### src/rtl/jam_pkg.sv
`default_nettype none
// ============================================================================
// Module   : jam_pkg
// Purpose  : Shared widths, constants and FSM state encoding for the
//            job-assignment (JAM) scheduler and its sub-blocks.
// Contents : N_IDX, IDX_W, COST_W, SUM_W, CNT_W, WD_W, TIMEOUT_CYC,
//            MAX_COST, state_t (3-bit LOAD/DRAIN/START/WAIT/DONE)
// Config   : TIMEOUT_CYC / WD_W are only consumed when JAM_TIMEOUT_EN is set
// Revision : 1.0 - initial release
// ============================================================================
package jam_pkg;

  localparam int N_IDX       = 8;
  localparam int IDX_W       = $clog2(N_IDX);
  localparam int COST_W      = 7;
  localparam int SUM_W       = 10;
  localparam int CNT_W       = 4;
  localparam int WD_W        = 16;
  localparam int TIMEOUT_CYC = 40400;   // must exceed 8! = 40320 sweep cycles

  localparam logic [SUM_W-1:0] MAX_COST = SUM_W'(1023);

  typedef enum logic [2:0] {
    S_LOAD  = 3'd0,
    S_DRAIN = 3'd1,
    S_START = 3'd2,
    S_WAIT  = 3'd3,
    S_DONE  = 3'd4
  } state_t;

endpackage
`default_nettype wire

### src/rtl/jam_eval_scheduler_if.sv
`default_nettype none
// ============================================================================
// Module   : jam_eval_scheduler_if
// Purpose  : Bundles the cost-ROM address/data, evaluator write/start/done
//            handshake and the latched result outputs of the scheduler.
// Modports : master - scheduler side (drives W/J, ev_*, results)
//            slave  - environment side (ROM, evaluator, result consumer)
// Signals  : W, J, Cost, Restart, ev_wr_en, ev_wr_w, ev_wr_j, ev_wr_data,
//            ev_start, ev_done, ev_min, ev_cnt, MinCost, MatchCount, Valid,
//            Err (only when JAM_TIMEOUT_EN is defined)
// Revision : 1.0 - initial release
// ============================================================================
interface jam_eval_scheduler_if;
  import jam_pkg::*;

  logic [IDX_W-1:0]  W;
  logic [IDX_W-1:0]  J;
  logic [COST_W-1:0] Cost;
  logic              Restart;
  logic              ev_wr_en;
  logic [IDX_W-1:0]  ev_wr_w;
  logic [IDX_W-1:0]  ev_wr_j;
  logic [COST_W-1:0] ev_wr_data;
  logic              ev_start;
  logic              ev_done;
  logic [SUM_W-1:0]  ev_min;
  logic [CNT_W-1:0]  ev_cnt;
  logic [SUM_W-1:0]  MinCost;
  logic [CNT_W-1:0]  MatchCount;
  logic              Valid;

`ifdef JAM_TIMEOUT_EN
  logic              Err;

  modport master (
    output W, J, ev_wr_en, ev_wr_w, ev_wr_j, ev_wr_data, ev_start,
           MinCost, MatchCount, Valid, Err,
    input  Cost, Restart, ev_done, ev_min, ev_cnt
  );

  modport slave (
    input  W, J, ev_wr_en, ev_wr_w, ev_wr_j, ev_wr_data, ev_start,
           MinCost, MatchCount, Valid, Err,
    output Cost, Restart, ev_done, ev_min, ev_cnt
  );
`else
  modport master (
    output W, J, ev_wr_en, ev_wr_w, ev_wr_j, ev_wr_data, ev_start,
           MinCost, MatchCount, Valid,
    input  Cost, Restart, ev_done, ev_min, ev_cnt
  );

  modport slave (
    input  W, J, ev_wr_en, ev_wr_w, ev_wr_j, ev_wr_data, ev_start,
           MinCost, MatchCount, Valid,
    output Cost, Restart, ev_done, ev_min, ev_cnt
  );
`endif

endinterface
`default_nettype wire

### src/rtl/jam_addr_raster.sv
`default_nettype none
// ============================================================================
// Module   : jam_addr_raster
// Purpose  : Worker/job raster counter. J advances every enabled cycle; on
//            J wrapping to 0, W advances. After (N-1,N-1) both wrap to 0.
// Ports    : clk, rst (async, active-high)
//            en   - advance one raster position
//            clr  - force back to (0,0); has priority over en
//            w, j - current worker / job index
//            last - high while (N-1,N-1) is being presented
// Revision : 1.0 - initial release
// ============================================================================
module jam_addr_raster #(
  parameter int N_IDX = 8,
  parameter int IDX_W = $clog2(N_IDX)
) (
  input  logic             clk,
  input  logic             rst,
  input  logic             en,
  input  logic             clr,
  output logic [IDX_W-1:0] w,
  output logic [IDX_W-1:0] j,
  output logic             last
);

  localparam logic [IDX_W-1:0] LAST_IDX = IDX_W'(N_IDX - 1);

  assign last = (w == LAST_IDX) && (j == LAST_IDX);

  always_ff @(posedge clk or posedge rst) begin
    if (rst) begin
      w <= '0;
      j <= '0;
    end else if (clr) begin
      w <= '0;
      j <= '0;
    end else if (en) begin
      if (j == LAST_IDX) begin
        j <= '0;
        w <= (w == LAST_IDX) ? '0 : w + 1'b1;
      end else begin
        j <= j + 1'b1;
      end
    end
  end

endmodule
`default_nettype wire

### src/rtl/jam_eval_scheduler.sv
`default_nettype none
// ============================================================================
// Module   : jam_eval_scheduler
// Purpose  : Sequencer for the JAM flow. Rasters the 8x8 cost ROM, streams
//            each entry into the evaluator cost table with a one-cycle
//            address->data lag, starts the evaluator, waits for done and
//            latches MinCost/MatchCount with Valid held until Restart.
// Ports    : CLK  - rising-edge clock
//            RST  - asynchronous active-high reset
//            bus  - jam_eval_scheduler_if.master (ROM address/data,
//                   evaluator write/start/done, results, Restart)
// Config   : JAM_TIMEOUT_EN - adds a WAIT-state watchdog and the Err output
// Revision : 1.0 - initial release
// ============================================================================
module jam_eval_scheduler
  import jam_pkg::*;
(
  input  logic                 CLK,
  input  logic                 RST,
  jam_eval_scheduler_if.master bus
);

  state_t state;
  state_t state_nxt;

  logic              ras_en;
  logic              ras_clr;
  logic              ras_last;
  logic [IDX_W-1:0]  addr_w;
  logic [IDX_W-1:0]  addr_j;

  logic              wr_en;
  logic [IDX_W-1:0]  wr_w;
  logic [IDX_W-1:0]  wr_j;
  logic [COST_W-1:0] wr_data;
  logic              start;
  logic [SUM_W-1:0]  min_cost;
  logic [CNT_W-1:0]  match_cnt;
  logic              valid;
  logic              timeout;

  jam_addr_raster #(
    .N_IDX (N_IDX),
    .IDX_W (IDX_W)
  ) u_raster (
    .clk  (CLK),
    .rst  (RST),
    .en   (ras_en),
    .clr  (ras_clr),
    .w    (addr_w),
    .j    (addr_j),
    .last (ras_last)
  );

`ifdef JAM_TIMEOUT_EN
  logic [WD_W-1:0] wd_cnt;
  logic            err;

  // Cleared while in START so the first WAIT cycle reads 0; the timeout
  // fires on the edge that closes the TIMEOUT_CYC-th WAIT cycle.
  always_ff @(posedge CLK or posedge RST) begin
    if (RST) begin
      wd_cnt <= '0;
    end else if (state == S_START) begin
      wd_cnt <= '0;
    end else if (state == S_WAIT) begin
      wd_cnt <= wd_cnt + 1'b1;
    end
  end

  // A real done in the same cycle beats the watchdog.
  assign timeout = (state == S_WAIT) && !bus.ev_done &&
                   (wd_cnt == WD_W'(TIMEOUT_CYC - 1));

  always_ff @(posedge CLK or posedge RST) begin
    if (RST) begin
      err <= 1'b0;
    end else if (timeout) begin
      err <= 1'b1;
    end else if ((state == S_DONE) && bus.Restart) begin
      err <= 1'b0;
    end
  end

  assign bus.Err = err;
`else
  assign timeout = 1'b0;
`endif

  // State register
  always_ff @(posedge CLK or posedge RST) begin
    if (RST) begin
      state <= S_LOAD;
    end else begin
      state <= state_nxt;
    end
  end

  // Next-state and raster control
  always_comb begin
    state_nxt = state;
    ras_en    = 1'b0;
    ras_clr   = 1'b0;
    case (state)
      S_LOAD: begin
        ras_en = 1'b1;
        // The raster wraps to (0,0) on the same edge that leaves LOAD.
        if (ras_last) begin
          state_nxt = S_DRAIN;
        end
      end
      S_DRAIN: state_nxt = S_START;
      S_START: state_nxt = S_WAIT;
      S_WAIT: begin
        if (bus.ev_done || timeout) begin
          state_nxt = S_DONE;
        end
      end
      S_DONE: begin
        if (bus.Restart) begin
          state_nxt = S_LOAD;
          ras_clr   = 1'b1;
        end
      end
      default: state_nxt = S_LOAD;
    endcase
  end

  // Write-lag register, start pulse and result latches.
  // Every address presented in LOAD is written on the following cycle, so
  // the final (7,7) write lands in DRAIN.
  always_ff @(posedge CLK or posedge RST) begin
    if (RST) begin
      wr_en     <= 1'b0;
      wr_w      <= '0;
      wr_j      <= '0;
      wr_data   <= '0;
      start     <= 1'b0;
      min_cost  <= MAX_COST;
      match_cnt <= '0;
      valid     <= 1'b0;
    end else begin
      wr_en <= (state == S_LOAD);
      if (state == S_LOAD) begin
        wr_w    <= addr_w;
        wr_j    <= addr_j;
        wr_data <= bus.Cost;
      end

      start <= (state == S_DRAIN);

      if ((state == S_WAIT) && bus.ev_done) begin
        min_cost  <= bus.ev_min;
        match_cnt <= bus.ev_cnt;
        valid     <= 1'b1;
      end else if (timeout) begin
        min_cost  <= MAX_COST;
        match_cnt <= '0;
        valid     <= 1'b1;
      end else if ((state == S_DONE) && bus.Restart) begin
        valid <= 1'b0;
      end
    end
  end

  assign bus.W          = addr_w;
  assign bus.J          = addr_j;
  assign bus.ev_wr_en   = wr_en;
  assign bus.ev_wr_w    = wr_w;
  assign bus.ev_wr_j    = wr_j;
  assign bus.ev_wr_data = wr_data;
  assign bus.ev_start   = start;
  assign bus.MinCost    = min_cost;
  assign bus.MatchCount = match_cnt;
  assign bus.Valid      = valid;

endmodule
`default_nettype wire

### src/flat_wrapper.sv
// flat-port wrapper written by rule: the top's interface ports become plain ports
module jam_eval_scheduler_flat import jam_pkg::*;
  (CLK, RST, bus_W, bus_J, bus_ev_wr_en, bus_ev_wr_w, bus_ev_wr_j, bus_ev_wr_data, bus_ev_start, bus_MinCost, bus_MatchCount, bus_Valid, bus_Cost, bus_Restart, bus_ev_done, bus_ev_min, bus_ev_cnt);
  jam_eval_scheduler_if bus_i ();
  input  logic CLK;
  input  logic RST;
  output wire logic [$bits(bus_i.W)-1:0] bus_W;
  output wire logic [$bits(bus_i.J)-1:0] bus_J;
  output wire logic [$bits(bus_i.ev_wr_en)-1:0] bus_ev_wr_en;
  output wire logic [$bits(bus_i.ev_wr_w)-1:0] bus_ev_wr_w;
  output wire logic [$bits(bus_i.ev_wr_j)-1:0] bus_ev_wr_j;
  output wire logic [$bits(bus_i.ev_wr_data)-1:0] bus_ev_wr_data;
  output wire logic [$bits(bus_i.ev_start)-1:0] bus_ev_start;
  output wire logic [$bits(bus_i.MinCost)-1:0] bus_MinCost;
  output wire logic [$bits(bus_i.MatchCount)-1:0] bus_MatchCount;
  output wire logic [$bits(bus_i.Valid)-1:0] bus_Valid;
  input wire logic [$bits(bus_i.Cost)-1:0] bus_Cost;
  input wire logic [$bits(bus_i.Restart)-1:0] bus_Restart;
  input wire logic [$bits(bus_i.ev_done)-1:0] bus_ev_done;
  input wire logic [$bits(bus_i.ev_min)-1:0] bus_ev_min;
  input wire logic [$bits(bus_i.ev_cnt)-1:0] bus_ev_cnt;
  assign bus_W = bus_i.W;
  assign bus_J = bus_i.J;
  assign bus_ev_wr_en = bus_i.ev_wr_en;
  assign bus_ev_wr_w = bus_i.ev_wr_w;
  assign bus_ev_wr_j = bus_i.ev_wr_j;
  assign bus_ev_wr_data = bus_i.ev_wr_data;
  assign bus_ev_start = bus_i.ev_start;
  assign bus_MinCost = bus_i.MinCost;
  assign bus_MatchCount = bus_i.MatchCount;
  assign bus_Valid = bus_i.Valid;
  assign bus_i.Cost = bus_Cost;
  assign bus_i.Restart = bus_Restart;
  assign bus_i.ev_done = bus_ev_done;
  assign bus_i.ev_min = bus_ev_min;
  assign bus_i.ev_cnt = bus_ev_cnt;
  jam_eval_scheduler u_core (.CLK(CLK), .RST(RST), .bus(bus_i));
endmodule
### config.mk
export PLATFORM = sky130hd
export DESIGN_NAME = jam_eval_scheduler_flat
export DESIGN_NICKNAME = d
export VERILOG_FILES = /design/src/rtl/jam_pkg.sv /design/src/rtl/jam_eval_scheduler_if.sv /design/src/rtl/jam_addr_raster.sv /design/src/rtl/jam_eval_scheduler.sv /design/src/flat_wrapper.sv
export SDC_FILE = /design/constraint.sdc
export NUM_CORES = 1
export LEC_CHECK = 0
export BUFFER_PORTS_ARGS = -buffer_cell sky130_fd_sc_hd__buf_2
export CORE_MARGIN = 10
export CORE_UTILIZATION = 34
export CTS_BUF_LIST = sky130_fd_sc_hd__clkbuf_2 sky130_fd_sc_hd__clkbuf_4 sky130_fd_sc_hd__clkbuf_8
export DETAILED_ROUTE_END_ITERATION = 8
export HOLD_SLACK_MARGIN = 0.08
export MAX_ROUTING_LAYER = met4
export PLACE_DENSITY = 0.64
export SETUP_SLACK_MARGIN = 0.5
export SYNTH_ARGS = -nofsm -noshare
export SYNTH_HDL_FRONTEND = slang
export SYNTH_SLANG_ARGS = --single-unit
export TNS_END_PERCENT = 10
### constraint.sdc
create_clock -name CLK -period 4 [get_ports CLK]
set_input_delay 0.2 -clock CLK [delete_from_list [all_inputs] [get_ports CLK]]
set_output_delay 0.2 -clock CLK [all_outputs]
set_load 0.03 [all_outputs]
==> run metrics, run 1 <==
Syn Nets=165; most frequent cells in the layout=buf_2 (60), nand2_1 (46), dfrtp_1 (29); Yosys Warn Count=0; sequential share of the synthesized area=63.6%; syn avg cell area=between 10 and 15 um2; Storage cell area=around 990 um2; Syn-to-layout area delta=29.5%; mapped cell area=about 1600 um2; clock skew=7.42 ps; Max VDD drop=~0.45 mV; aggregate routed wire length=3650 um; post-CTS sizing=0; via/cell ratio=between 4 and 5; fmax=about 580 MHz; Worst Path Arrival=around 1900 ps; TritonRoute pass-1 iters=3; Hold Vio Cnt, Final=0; clock tree buffer depth=2; synthesis-stage register bit count=39; area of the multi-input gates=about 520 um2; CTS tree=built; hold slack=97.9 ps; CTS sink count=39; startpoint types=flip-flop; vias in the first global route=between 1,000 and 1,500; Vias=~1,200; largest net degree at the start of global routing=40; crit path kind=reg -> reg; cell count after synthesis=between 100 and 150; Combinational Power Share=47.0%; Die ar.=~7700 um2; H-Tree Depth=2; Int Pwr=around 1100 uW; clk slew on worst S/H paths=80 ps; final worst slack=2260 ps; actual slew at the worst max-slew pin=~700 ps; gp weighted congestion=between 0.7 and 0.8; initial cell density of the core=approximately 35%; Die Span Y=slightly below 90 um; Sum Neg Setup Slack=0 ps; IO Pins=around 60; unrepaired setup endpoints after global routing=no; # nets final=228; total power=slightly below 2000 uW; min Tclk post-route=1740 ps; initial antenna violation count=0; Final Max Tran Viols=0; max_cap viols=0; wire length per cell=roughly 14 um; Setup WS pre-CTS=around 2200 ps; Switching Share=~45%; latest clock arrival within the worst-skew pair=between 200 and 300 ps; CP Max Fanout=18; Post-DRT Antenna Nets=0; fin crit share=a little over two fifths; DPL Wire Length=between 2000 and 3000 um; power per standard cell area=between 900 and 1000 nW/um2; Ant. Diodes=0; fillers=~440; GRT overflow=0; WP data required=between 4000 and 5000 ps; Lkg Pwr=roughly 0.0011 uW; Hold WC Path Type=in -> reg; status=finished clean; core area=approximately 4400 um2; Synth cell types=19; Relative slew margins=a little over half; commonest non-fill, non-tap cell in the layout=buf_2; DIE WIDTH=~90 um; Root Driver=clkbuf_8; crit end category=flip-flop; port bufs=60; sequential share of power=roughly 38%; share of layout cells above drive strength 1=47.5%; initial DRC count=41; Num CTS Buffers=5; total track usage=10.1%; clock share of power=between 10% and 20%; sw power=~890 uW; DR DRC count=0; # setup viols final=0; row count=24; first-pass GRT wire length=6090 um
final timing paths:
check / end / slack, ps / cells after the start / startpoint
setup / recovery: u_core.u_raster.j[1]$_DFFE_PP0P_ / 2260 / 4 / u_core.state[1]$_DFFE_PP0P_
max in group asynchronous: u_core.bus.MinCost[4]$_DFFE_PP1P_ / 3080 / 4 / RST
hold reg to reg: u_core.bus.ev_wr_data[4]$_DFFE_PP0P_ / 470 / 2 / u_core.bus.ev_wr_data[4]$_DFFE_PP0P_
setup reg to reg: u_core.u_raster.j[1]$_DFFE_PP0P_ / 2260 / 4 / u_core.state[1]$_DFFE_PP0P_
min in group asynchronous: u_core.bus.MatchCount[1]$_DFFE_PP0P_ / 560 / 4 / RST
hold / removal: u_core.bus.ev_wr_data[0]$_DFFE_PP0P_ / 100 / 3 / bus_Cost[0]
metal layers:
layer  vias to the layer above  wire [um]  track usage, %
met2                        50       1550            15.0
li1                        565          -               -
met3                         5        399            5.29
met5                         -          0               -
met1                       543       1670            11.2
met4                         0         37            4.20
cell families (layout without fill, tap and decap cells):
kind of cell    Yosys count  after routing  synth area share, %
compound gates            6              6                 2.17
fa+ha+maj                 4              4                 3.22
buf+inv                  10             74                 2.74
flops                    39             39                 63.6
mux                      17             17                 12.1
simple gates             60             60                 16.2
stage by stage:
| step | utilization, % | instance area (um2) | std cells |
|---|---|---|---|
| 3_3_place_gp | 43.3 | 1900 | 243 |
| 6_report | 45.9 | 2010 | 252 |
| 3_5_place_dp | 43.3 | 1900 | 243 |
| 5_1_grt | 45.9 | 2010 | 252 |
| 2_1_floorplan | - | 1550 | 136 |
| 4_1_cts | 45.9 | 2010 | 252 |
critical path: stages, from the launching register on:
cell	delay, ps
dfrtp_1	430
or3_1	670
inv_2	340
nand2_1	90
o21ai_0	100
power groups by stage:
stage / registers [uW] / logic [uW] / clock network, uW
2_1_floorplan: 1100 / 315 / 0
3_3_place_gp: 747 / 926 / 0
3_5_place_dp: 754 / 945 / 0
4_1_cts: 750 / 946 / 306
5_1_grt: 776 / 1020 / 323
6_report: 748 / 924 / 293
sequential cells by signal (all words and copies together) (netlist names), 3 cells and up:
name / flops
u_core.bus.ev_wr_w: 3
u_core.bus.MinCost: 10
u_core.u_raster.j: 3
u_core.bus.MatchCount: 4
u_core.bus.ev_wr_data: 7
u_core.state: 3
u_core.bus.ev_wr_j: 3
u_core.u_raster.w: 3
layout make-up:
cell class	instances	share of cell area (%)
timing repair buffer	62	15.8
tap	52	3.23
clock buffer	8	5.16
multi-input combinational	87	26.0
sequential	39	49.1
inverter	4	0.746
cell usage after synthesis:
library cell | number | share of area (%)
a21oi_1 | 1 | 0.32
mux2_2 | 14 | 10
o21ai_0 | 4 | 1.3
nand2b_1 | 1 | 0.40
nand2_1 | 46 | 11
or3_1 | 2 | 0.81
dfstp_2 | 10 | 17
a32oi_1 | 1 | 0.56
nor3_1 | 2 | 0.64
and3_1 | 2 | 0.81
inv_1 | 3 | 0.72
ha_1 | 4 | 3.2
buf_2 | 4 | 1.3
dfrtp_1 | 29 | 47
clkbuf_1 | 2 | 0.48
inv_2 | 1 | 0.24
nor4b_2 | 1 | 0.97
nor2_1 | 6 | 1.4
mux2i_1 | 3 | 1.9
repair_timing:
item,4_1_cts,5_1_grt
hold buffers,1,0
hold endpoints to repair,29,0
setup buffers,0,0
(Power assumes the default switching activity.)
==> run 2: changes to the inputs <==
==> constraint.sdc (replaced) <==
create_clock -name CLK -period 1.7 [get_ports CLK]
set_input_delay 0.085 -clock CLK [delete_from_list [all_inputs] [get_ports CLK]]
set_output_delay 0.085 -clock CLK [all_outputs]
set_load 0.03 [all_outputs]
==> run 2 against run 1 <==
Final cell count is 12% higher. Clock-buffer cell count is 2 lower. Non-clock buffer count is 31 higher. Sequential power is 140% higher. Combinational power grew to 2.7 times the previous value. Die area stayed put. Power is 150% higher. First-iteration DRC count is 12% lower. Sequential cell count stayed put. Clock skew is 1.5 ps lower.
==> run metrics, run 2 (same netlist as run 1, synthesis figures left out) <==
clock tree buffer depth=2; largest net degree at the start of global routing=40; placed cell count=roughly 250; DR DRC count=0; CP top delay family=simple AND/OR/NAND/NOR gates; Hold Vio Cnt, Final=0; actual slew at the worst max-slew pin=between 400 and 500 ps; Final Max Tran Viols=0; CTS sink count=39; flop2flop setup slack=between 300 and 400 ps; Combinational Power Share=51.2%; fmax=between 700 and 800 MHz; Lkg Pwr=0.00119 uW; clock skew=around 5.9 ps; wire length per cell=about 14 um; TritonRoute pass-1 iters=5; vias in the first global route=1,455; crit end category=flip-flop; GRT overflow=0; GR Util met2=between 15 and 20%; port bufs=60; DPL Wire Length=roughly 2800 um; final std cells w/o fill=between 200 and 300; IO Pins=between 60 and 70; CP Max Fanout=5; M3 GR Usage=under 10%; Relative slew margins=about 68%; total track usage=around 11%; sw power=about 2200 uW; status=finished clean; final instance area=~2400 um2; Worst Path Arrival=around 1600 ps; clock share of power=12.7%; Hold WC Path Type=in -> reg; crit path cell chain=or3_4 -> or3_1 -> a21oi_1; core area=4380 um2; Syn-to-layout area delta=52.1%; most frequent cells in the layout=buf_2 (60), nand2_1 (46), dfrtp_1 (25); unrepaired setup endpoints after global routing=yes; power per standard cell area=about 2000 nW/um2; Ant. Diodes=0; row count=24; fin crit share=about four fifths; Die Span Y=just under 90 um; Sum Neg Setup Slack=0 ps; min Tclk post-route=roughly 1400 ps; max_cap viols=0; Bufs and invs on worst path=0; DIE WIDTH=roughly 88 um; CTS tree=built; Max VDD drop=about 1.2 mV; commonest non-fill, non-tap cell in the layout=buf_2; Switching Share=44.6%; max reg flops=10; total power=a little under 5000 uW; Area after DPL=1970 um2; grt met1 use=a little over an eighth; clk slew on worst S/H paths=around 70 ps; Post-DRT Antenna Nets=0; gp weighted congestion=0.697; Die ar.=roughly 7700 um2; aggregate routed wire length=slightly below 4000 um; worst-path cell with the longest stage delay=dfrtp_2; hold slack=135 ps; initial DRC count=36; Int Pwr=roughly 2700 uW; via/cell ratio=4.52; Num CTS Buffers=5; WP data required=between 1500 and 2000 ps; Max stage delay on crit path=roughly 450 ps; first-pass GRT wire length=between 6000 and 7000 um; crit path kind=reg -> reg; GR peak layer=met2; initial cell density of the core=35.4%; latest clock arrival within the worst-skew pair=between 200 and 300 ps; # nets final=259; sequential share of power=approximately 36%; Vias=approximately 1,300; H-Tree Depth=2; Root Driver=clkbuf_8; # setup viols final=0; initial antenna violation count=0; share of layout cells above drive strength 1=between 40% and 50%; startpoint types=flip-flop
[run 2: changes by cell type in the layout (fill, tap and decap cells not counted), moves of 2 or more]
| cell | previous run | this run |
|---|---|---|
| buf_12 | 0 | 2 |
| dfrtp_1 | 29 | 25 |
| ha_1 | 4 | 2 |
| dlygate4sd3_1 | 1 | 23 |
| clkinv_2 | 0 | 2 |
| ha_4 | 0 | 2 |
| clkbuf_8 | 7 | 5 |
| dfrtp_2 | 0 | 4 |
| buf_4 | 1 | 8 |
[run 2: path summary, 6_finish.rpt]
check / from / endpoint / cells past startpoint
max in group asynchronous: RST / u_core.u_raster.j[1]$_DFFE_PP0P_ / 4
max reg2reg: u_core.state[1]$_DFFE_PP0P_ / u_core.u_raster.j[0]$_DFFE_PP0P_ / 3
max: u_core.state[1]$_DFFE_PP0P_ / u_core.u_raster.j[0]$_DFFE_PP0P_ / 3
min reg2reg: u_core.bus.ev_wr_data[0]$_DFFE_PP0P_ / u_core.bus.ev_wr_data[0]$_DFFE_PP0P_ / 2
min in group asynchronous: RST / u_core.bus.ev_wr_data[6]$_DFFE_PP0P_ / 4
min: bus_ev_done / u_core.state[0]$_DFFE_PP0P_ / 4
[run 2: cell type report]
type                    count  area, um2
multi-input cells          87        569
repair buffers             93        631
clock buffers               6       76.3
well taps                  52       65.1
inverters                   4       16.3
flip-flops and latches     39        993
clock inverters             2       12.5
fillers                   376       2020
[run 2: routing by layer]
metal / part of all wire, % / wire length [um] / vias to the layer above
li1: - / - / 630
met1: 42 / 1670 / 589
met2: 47 / 1860 / 56
met3: 11 / 418 / 5
met4: 0.88 / 35 / 0
met5: 0 / 0 / -
[run 2: tightest hold or removal path, cell delays in order]
cell and delay (ps):
buf_2 110, nand2_1 60, a32oi_1 40, nor2_1 90
[run 2: power by group through the flow]
stage	Combinational [uW]	Clock, uW	Sequential (uW)
after floorplan	789	0	2620
after global placement	2280	0	1770
after detailed placement	2310	0	1790
after CTS	2520	641	1760
after global routing	2740	685	1820
final	2490	616	1760
[run 2: timing repair]
| action | in CTS | in global routing |
|---|---|---|
| setup endpoints to repair | 35 | 35 |
| endpoints found under the hold margin | 51 | 0 |
| pin swaps | 1 | 0 |
| gates resized for setup | 4 | 1 |
| hold buffers | 23 | 0 |
| buffers inserted | 5 | 1 |
[run 2: metrics by stage]
step	utilization (%)	setup slack [ps]
floorplan	-	271
global placement	44.9	248
detailed placement	44.9	227
CTS	53.7	314
global route	53.9	254
finish	53.9	307
